**config.mk**
```make
export PLATFORM = sky130hd
export DESIGN_NAME = display_unit
export DESIGN_NICKNAME = d
export VERILOG_FILES = /design/src/rtl/display_unit.sv
export SDC_FILE = /design/constraint.sdc
export NUM_CORES = 1
export LEC_CHECK = 0
export ABC_AREA = 0
export BUFFER_PORTS_ARGS = -buffer_cell sky130_fd_sc_hd__buf_2
export CORE_MARGIN = 2
export CORE_UTILIZATION = 35
export CTS_CLUSTER_DIAMETER = 60
export DETAILED_ROUTE_END_ITERATION = 12
export PLACE_DENSITY = 0.5
export SYNTH_ARGS = -nofsm -noshare
export SYNTH_HDL_FRONTEND = slang
export SYNTH_SLANG_ARGS = --single-unit
```
**constraint.sdc**
```tcl
create_clock -name clk -period 5.6 [get_ports clk]
set_input_delay 0.84 -clock clk [delete_from_list [all_inputs] [get_ports clk]]
set_output_delay 0.84 -clock clk [all_outputs]
set_load 0.01 [all_outputs]
```
**src/rtl/display_unit.sv**
```systemverilog
// Binary-to-BCD display driver: sequential double-dabble conversion feeding a
// multiplexed active-low 7-segment display. Define SIGNED_DISPLAY_EN for two's complement input.
module display_unit #(
  parameter int unsigned WIDTH    = 16,
  parameter int unsigned DIGITS   = 5,
  parameter int unsigned SCAN_DIV = 50000
) (
  input  logic                  clk,
  input  logic                  reset,
  input  logic                  displayWrite,
  input  logic [WIDTH-1:0]      dataIn,
  output logic                  busy,
  output logic [4*DIGITS-1:0]   bcd,
  output logic                  negative,
  output logic [6:0]            seg,
  output logic [DIGITS-1:0]     an
);

  localparam int unsigned BcdW = 4 * DIGITS;
  localparam int unsigned CntW = $clog2(WIDTH + 1);
  localparam int unsigned PreW = (SCAN_DIV > 1) ? $clog2(SCAN_DIV) : 1;
  localparam int unsigned IdxW = (DIGITS > 1) ? $clog2(DIGITS) : 1;
  localparam logic [PreW-1:0] PreMax = PreW'(SCAN_DIV - 1);
  localparam logic [IdxW-1:0] IdxMax = IdxW'(DIGITS - 1);
  localparam logic [6:0] SegBlank = 7'b1111111;

  typedef enum logic [1:0] {StIdle, StShift, StDone} state_e;

  state_e            state_q, state_d;
  logic [WIDTH-1:0]  shift_q, shift_d;
  logic [BcdW-1:0]   scratch_q, scratch_d, adjusted;
  logic [CntW-1:0]   cnt_q, cnt_d;
  logic [BcdW-1:0]   bcd_q, bcd_d;
  logic [WIDTH-1:0]  magnitude;

  logic [PreW-1:0]   presc_q, presc_d;
  logic [IdxW-1:0]   idx_q, idx_d;
  logic [IdxW-1:0]   msd;
  logic [3:0]        nib;
  logic [6:0]        seg_q, seg_d;
  logic [DIGITS-1:0] an_q, an_d;

`ifdef SIGNED_DISPLAY_EN
  logic sign_q, neg_q;

  // Sign is latched at capture and only published when the result commits.
  always_ff @(posedge clk or negedge reset) begin
    if (!reset) begin
      sign_q <= 1'b0;
      neg_q  <= 1'b0;
    end else begin
      if (state_q == StIdle && displayWrite) sign_q <= dataIn[WIDTH-1];
      if (state_q == StDone) neg_q <= sign_q;
    end
  end

  assign magnitude = dataIn[WIDTH-1] ? (~dataIn + 1'b1) : dataIn;
  assign negative  = neg_q;
`else
  assign magnitude = dataIn;
  assign negative  = 1'b0;
`endif

  function automatic logic [6:0] glyph(input logic [3:0] n);
    logic [6:0] g;
    case (n)
      4'd0:    g = 7'b1000000;
      4'd1:    g = 7'b1111001;
      4'd2:    g = 7'b0100100;
      4'd3:    g = 7'b0110000;
      4'd4:    g = 7'b0011001;
      4'd5:    g = 7'b0010010;
      4'd6:    g = 7'b0000010;
      4'd7:    g = 7'b1111000;
      4'd8:    g = 7'b0000000;
      4'd9:    g = 7'b0010000;
      default: g = SegBlank;
    endcase
    return g;
  endfunction

  // Add-3 correction on every nibble that would overflow past 9 after the shift.
  always_comb begin
    adjusted = scratch_q;
    for (int i = 0; i < int'(DIGITS); i++) begin
      if (scratch_q[4*i +: 4] >= 4'd5) adjusted[4*i +: 4] = scratch_q[4*i +: 4] + 4'd3;
    end
  end

  always_comb begin
    state_d   = state_q;
    shift_d   = shift_q;
    scratch_d = scratch_q;
    cnt_d     = cnt_q;
    bcd_d     = bcd_q;
    unique case (state_q)
      StIdle: begin
        if (displayWrite) begin
          shift_d   = magnitude;
          scratch_d = '0;
          cnt_d     = CntW'(WIDTH);
          state_d   = StShift;
        end
      end
      StShift: begin
        scratch_d = {adjusted[BcdW-2:0], shift_q[WIDTH-1]};
        shift_d   = {shift_q[WIDTH-2:0], 1'b0};
        cnt_d     = cnt_q - 1'b1;
        if (cnt_q == CntW'(1)) state_d = StDone;
      end
      StDone: begin
        bcd_d   = scratch_q;
        state_d = StIdle;
      end
      default: state_d = StIdle;
    endcase
  end

  always_ff @(posedge clk or negedge reset) begin
    if (!reset) begin
      state_q   <= StIdle;
      shift_q   <= '0;
      scratch_q <= '0;
      cnt_q     <= '0;
      bcd_q     <= '0;
    end else begin
      state_q   <= state_d;
      shift_q   <= shift_d;
      scratch_q <= scratch_d;
      cnt_q     <= cnt_d;
      bcd_q     <= bcd_d;
    end
  end

  assign busy = (state_q != StIdle);
  assign bcd  = bcd_q;

  // Free-running scan, independent of the conversion FSM.
  always_comb begin
    idx_d   = idx_q;
    presc_d = presc_q + 1'b1;
    if (presc_q == PreMax) begin
      presc_d = '0;
      idx_d   = (idx_q == IdxMax) ? '0 : idx_q + 1'b1;
    end
  end

  // Digits above the most significant nonzero nibble are blanked; digit 0 never is.
  always_comb begin
    msd  = '0;
    nib  = '0;
    an_d = '1;
    for (int i = 0; i < int'(DIGITS); i++) begin
      if (bcd_q[4*i +: 4] != 4'd0) msd = IdxW'(i);
      if (IdxW'(i) == idx_d) begin
        nib     = bcd_q[4*i +: 4];
        an_d[i] = 1'b0;
      end
    end
    seg_d = (idx_d > msd) ? SegBlank : glyph(nib);
  end

  always_ff @(posedge clk or negedge reset) begin
    if (!reset) begin
      presc_q <= '0;
      idx_q   <= '0;
      seg_q   <= 7'b1000000;
      an_q    <= ~DIGITS'(1);
    end else begin
      presc_q <= presc_d;
      idx_q   <= idx_d;
      seg_q   <= seg_d;
      an_q    <= an_d;
    end
  end

  assign seg = seg_q;
  assign an  = an_q;

endmodule

```
; ---- Word-level counts from Yosys, hierarchy flattened
; Memories as Yosys holds them, arrays and structs flattened.
; Cells that the tools add are included.
; Widths: inputs -> output; s select.
[word_totals]
regBits = 94
romBits = 112
in_bits = 19
out_inout_bits = 34
word_cells = 77
mem_count = 1
[op_classes]
n_addsub = 8
magnitude_cmp = 6
eq_ne = 11
mux = 32
n_reduce_logical = 10
[mem_list]
columns = name, depth, word_bits, rd, rd_ports_with_merged_regs, wr, line
row1 = (no name shown), 16, 7, 1, 0, 0, 66  ; case (n)
[op_table]
columns = operator, n
row1 = $pmux 20 s2, 1
row2 = $mux 4, 9
row3 = $mux 16, 2
row4 = $pmux 16 s2, 1
row5 = $ge 4x3->1 const B, 5
row6 = $mux 20, 1
row7 = $mux 3, 6
row8 = $add 16x1->16 const B, 1
row9 = $add 4x2->4 const B, 4
row10 = $eq 16x16->1 const B, 1
row11 = $reduce_bool 4->1, 4
row12 = $pmux 5 s2, 1
row13 = $mux 7, 1
row14 = $eq 2x3->1 const A, 2
row15 = $mux 1, 6
row16 = $eq 5x1->1 const B, 1
row17 = $mux 5, 1
row18 = $sub 5x1->5 const B, 1
row19 = $mux 2, 2
row20 = $ne 2x2->1 const B, 2
row21 = $pmux 2 s2, 1
row22 = $reduce_and 2->1, 2
row23 = $reduce_bool 2->1, 2
row24 = $add 3x1->3 const B, 1
row25 = 9 further kinds, 9

; ---- Longest topological paths before layout
; An unclocked memory read counts as a cell.
[depth]
word_depth = 11
depth_mapped = 15
ltp_nobuf = 12

; ---- Worst setup path after synthesis
; No wires, ideal clock.
[synth_path]
path_kind = register to register
from = register presc_q[0]
to = register seg_q[3] (netlist: seg[3])
setup_time_ns = 0.069
arrival_time_ns = 2.779
t_required_ns = 5.531
slack_ns = 2.752
path_stages_with_launch = 13
n_path_buf = 3
period_less_slack_ns = 2.848
path_cell_list = dfrtp_1 > ha_1 > and3_1 > buf_2 > and4_1 > buf_6 > mux2i_4 > mux2i_1 > nor2_1 > o32a_1 > buf_6 > or4b_4 > nand3_1
[synth_between]
elab_chain_cells = 10
word_cells_on_any_way = 15
classes_between = order compare: 1 / eq/ne: 5 / mux: 7 / reduce/logical: 1 / memory: 1
[synth_rtl]
columns = item, line
row1 = "start, declared", 36  ; logic [PreW-1:0] presc_q, presc_d;
row2 = "start signal, assigned", 170  ; presc_q <= presc_d;
row3 = $eq 16x16->1 *, 142  ; if (presc_q == PreMax) begin
row4 = $mux 3 *, 142
row5 = $logic_not 3->1, 155  ; if (IdxW'(i) == idx_d) begin
row6 = $mux 4 (5 in series), 155
row7 = $mem_v2 16x7, --
row8 = $mux 7 *, 160  ; seg_d = (idx_d > msd) ? SegBlank : glyph(nib);
row9 = net seg_d[3], 40  ; logic [6:0] seg_q, seg_d;
row10 = "end signal, assigned", 172  ; seg_q <= seg_d;
row11 = "end, declared", 40
; The timed path passes the listed nets; every way through them passes the cells marked *.
; A chain may end at the register's enable or synchronous reset.

; ---- Worst setup path after layout
; Ends and elaborated chain as after synthesis.

==> results.ini <==
[synth]
async_flop_share_pct=100
yosys.cell_types.count=53
synth_flop_cell=dfrtp_1
ys_seq_area_share_pct=49.9
postSynthCellCount=479
synth_edf_count=0
ys_seq_elements=94
syn_nets=519
ys.warnings.count=0
avgSynthCellArea_um2=9.87
syn-cell-area_mm2=0.00473

[clock_network]
clock_path_buffers=2
ctsHoldBuffers=0
cts.repair.resized=0
insertion_delay_ns=0.35
cts.htree.levels=3
cts_tree=done
cts_sinks=94
clk_transition_reported_paths_ns=0.06
cts_buffers=9
cts-root-buf=clkbuf_16
cts_setup_buffers=0

[sta]
tightest_slew_ns=1.13
slew_viol_final=0
hold_violations=0
maxSlewHeadroom_pct=24.7
fin_worst_skew_ns=0.00491
fmax_ghz=0.289
hold_ws_ns=0.465
rsz0062_at_grt=no
setup_viol=0
setup_slack_ns=2.13
finalSetupTns_ns=0
period_minus_slack_ns=3.47
min_period_over_period_pct=61.9

[worst_setup_path]
cp.arrival_ns=3.75
critPathKind=reg -> reg
worst_setup_path_end_kind=register
r2r_cells=9
r2r_start=presc_q[0]
required_ns=5.88
cp_max_fo=16
critPathLaunch=presc_q[0]
crit_path_start_kind=register

[pwr]
p_leak_nw=2.54
peakVddDrop_mv=0.175
power_density_mw_per_mm2=527

[final_layout]
final_nets=562
drive_gt1_share_pct=17.7
diodes=0
area_growth_pct=15.3

[detailed_routing]
drc=0
drt-vias-per-instance=5.02
vias=3527
drtIter0Drc=271
drt_wl_total_um=10100
ant_nets=0
wire_per_inst_um=14.4
drt_first_pass_iters=4

[global_routing]
grt_pass1_vias=3443
grt_antenna_before_repair=0
grt_max_degree=58
grt_pass1_wl_um=17300
grt_usage_pct=15.2
gr-total-overflow=0

[floorplanning]
row_count=42
io_pins=53
die_h_um=120
dieArea_mm2=0.0144
core_area_mm2=0.0132
die_w_um=120
start_util_pct=35.8

[placed_design]
detailed_place_hpwl_um=7060
gp_congestion=0.814
pre_cts_ws_ns=2.15
io_buffers=51

[hold_path]
min_path_type=reg -> reg
worstHoldPathCells=1
hp-start=presc_q[0]

[status]
status=finished clean

[job]
drv_cap=0

[cell usage after synthesis, types with 3 or more instances]
master,count,share of area (%)
dfstp_2,5,2.8
a21oi_1,20,2.1
mux2_2,10,2.4
mux2i_1,4,0.85
nor2_1,23,1.8
or4_1,3,0.48
nor2b_1,9,1.2
and3_1,6,0.79
o31ai_1,4,0.64
o21ai_0,63,6.7
nand2_1,54,4.3
nor3_1,7,0.74
xnor2_1,11,2.0
a22oi_1,15,2.4
inv_1,27,2.1
o32a_1,4,0.85
xor2_1,12,2.2
clkbuf_1,17,1.4
ha_1,21,5.6
nand2b_1,12,1.6
and2_1,7,0.93
nand3_1,16,1.7
dfrtp_1,89,47
[kinds of logic (layout without fill, tap and decap cells)]
family,Yosys count,after routing,share of synthesized area (%)
fa+ha+maj,21,21,5.56
mux,15,15,3.71
buf+inv,49,96,4.34
simple gates,153,153,16.5
compound gates,123,123,15.6
xor+xnor,23,23,4.26
other cells,1,1,0.0794
flops,94,94,49.9
[layer usage]
layer	wire length (µm)	global-route usage [%]	vias to the layer above
li1	-	-	1749
met1	4840	20.5	1702
met2	4740	23.6	55
met3	288	2.64	21
met4	264	7.72	0
met5	0	0	-
[power breakdown]
group	internal, W	total, W	leakage, nW	switching, W
clock network	0.000413	0.000668	0.155	0.000255
registers	0.000902	0.00111	1.22	0.000204
logic	0.000470	0.00110	1.16	0.000627
[worst max-delay path, stage by stage, from the launching register on]
cell	delay, ns
dfrtp_1	0.37
ha_1	0.19
and3_1	0.25
and4_1	0.62
mux2i_4	0.49
mux2i_1	0.26
nor2_1	0.06
o32a_1	0.49
or4b_4	0.59
nand3_1	0.09
[through the flow]
step                      power, W  instances  utilization (%)  area [µm²]
final                      0.00287        702             41.3        5450
after global routing       0.00314        702             41.3        5450
after CTS                  0.00291        702             41.3        5450
after detailed placement   0.00223        687             38.9        5130
after global placement     0.00220        687             38.9        5130
after floorplan            0.00190        479                -        4730
[final cells by class]
type	count	area [µm²]
clock buffer	12	256
clock inverter	3	67.6
fill	1326	7740
inverter	27	101
multi-input combinational	336	2170
sequential	94	2360
tap	176	220
timing repair buffer	54	280
[final timing paths]
check,endpoint,slack [ns]
max,seg[3],2.13
min,presc_q[0],0.47
max reg2reg,seg[3],2.13
min reg2reg,presc_q[0],0.47
max in group asynchronous,presc_q[0],4.06
min in group asynchronous,presc_q[11],0.53
[state kept, by name (all words and copies together) (netlist names)]
signal     flops
bcd           20
scratch_q     20
presc_q       16
shift_q       16
seg            7
an             5
cnt_q          5
idx_q          3
state_q        2
[layout by cell type, fill, tap and decap left out, drive strengths merged, types with 3 or more instances in the layout]
cell type,n
nand2,54
dfstp,5
nor2,23
a21oi,21
ha,21
and3,6
o32a,4
buf,54
nor2b,9
inv,27
o21ai,63
or4,3
clkbuf,12
o31ai,4
nand3,16
dfrtp,89
nand2b,12
mux2i,5
xor2,12
a22oi,15
xnor2,11
mux2,10
nor3,7
and2,7
(Power assumes the default switching activity.)
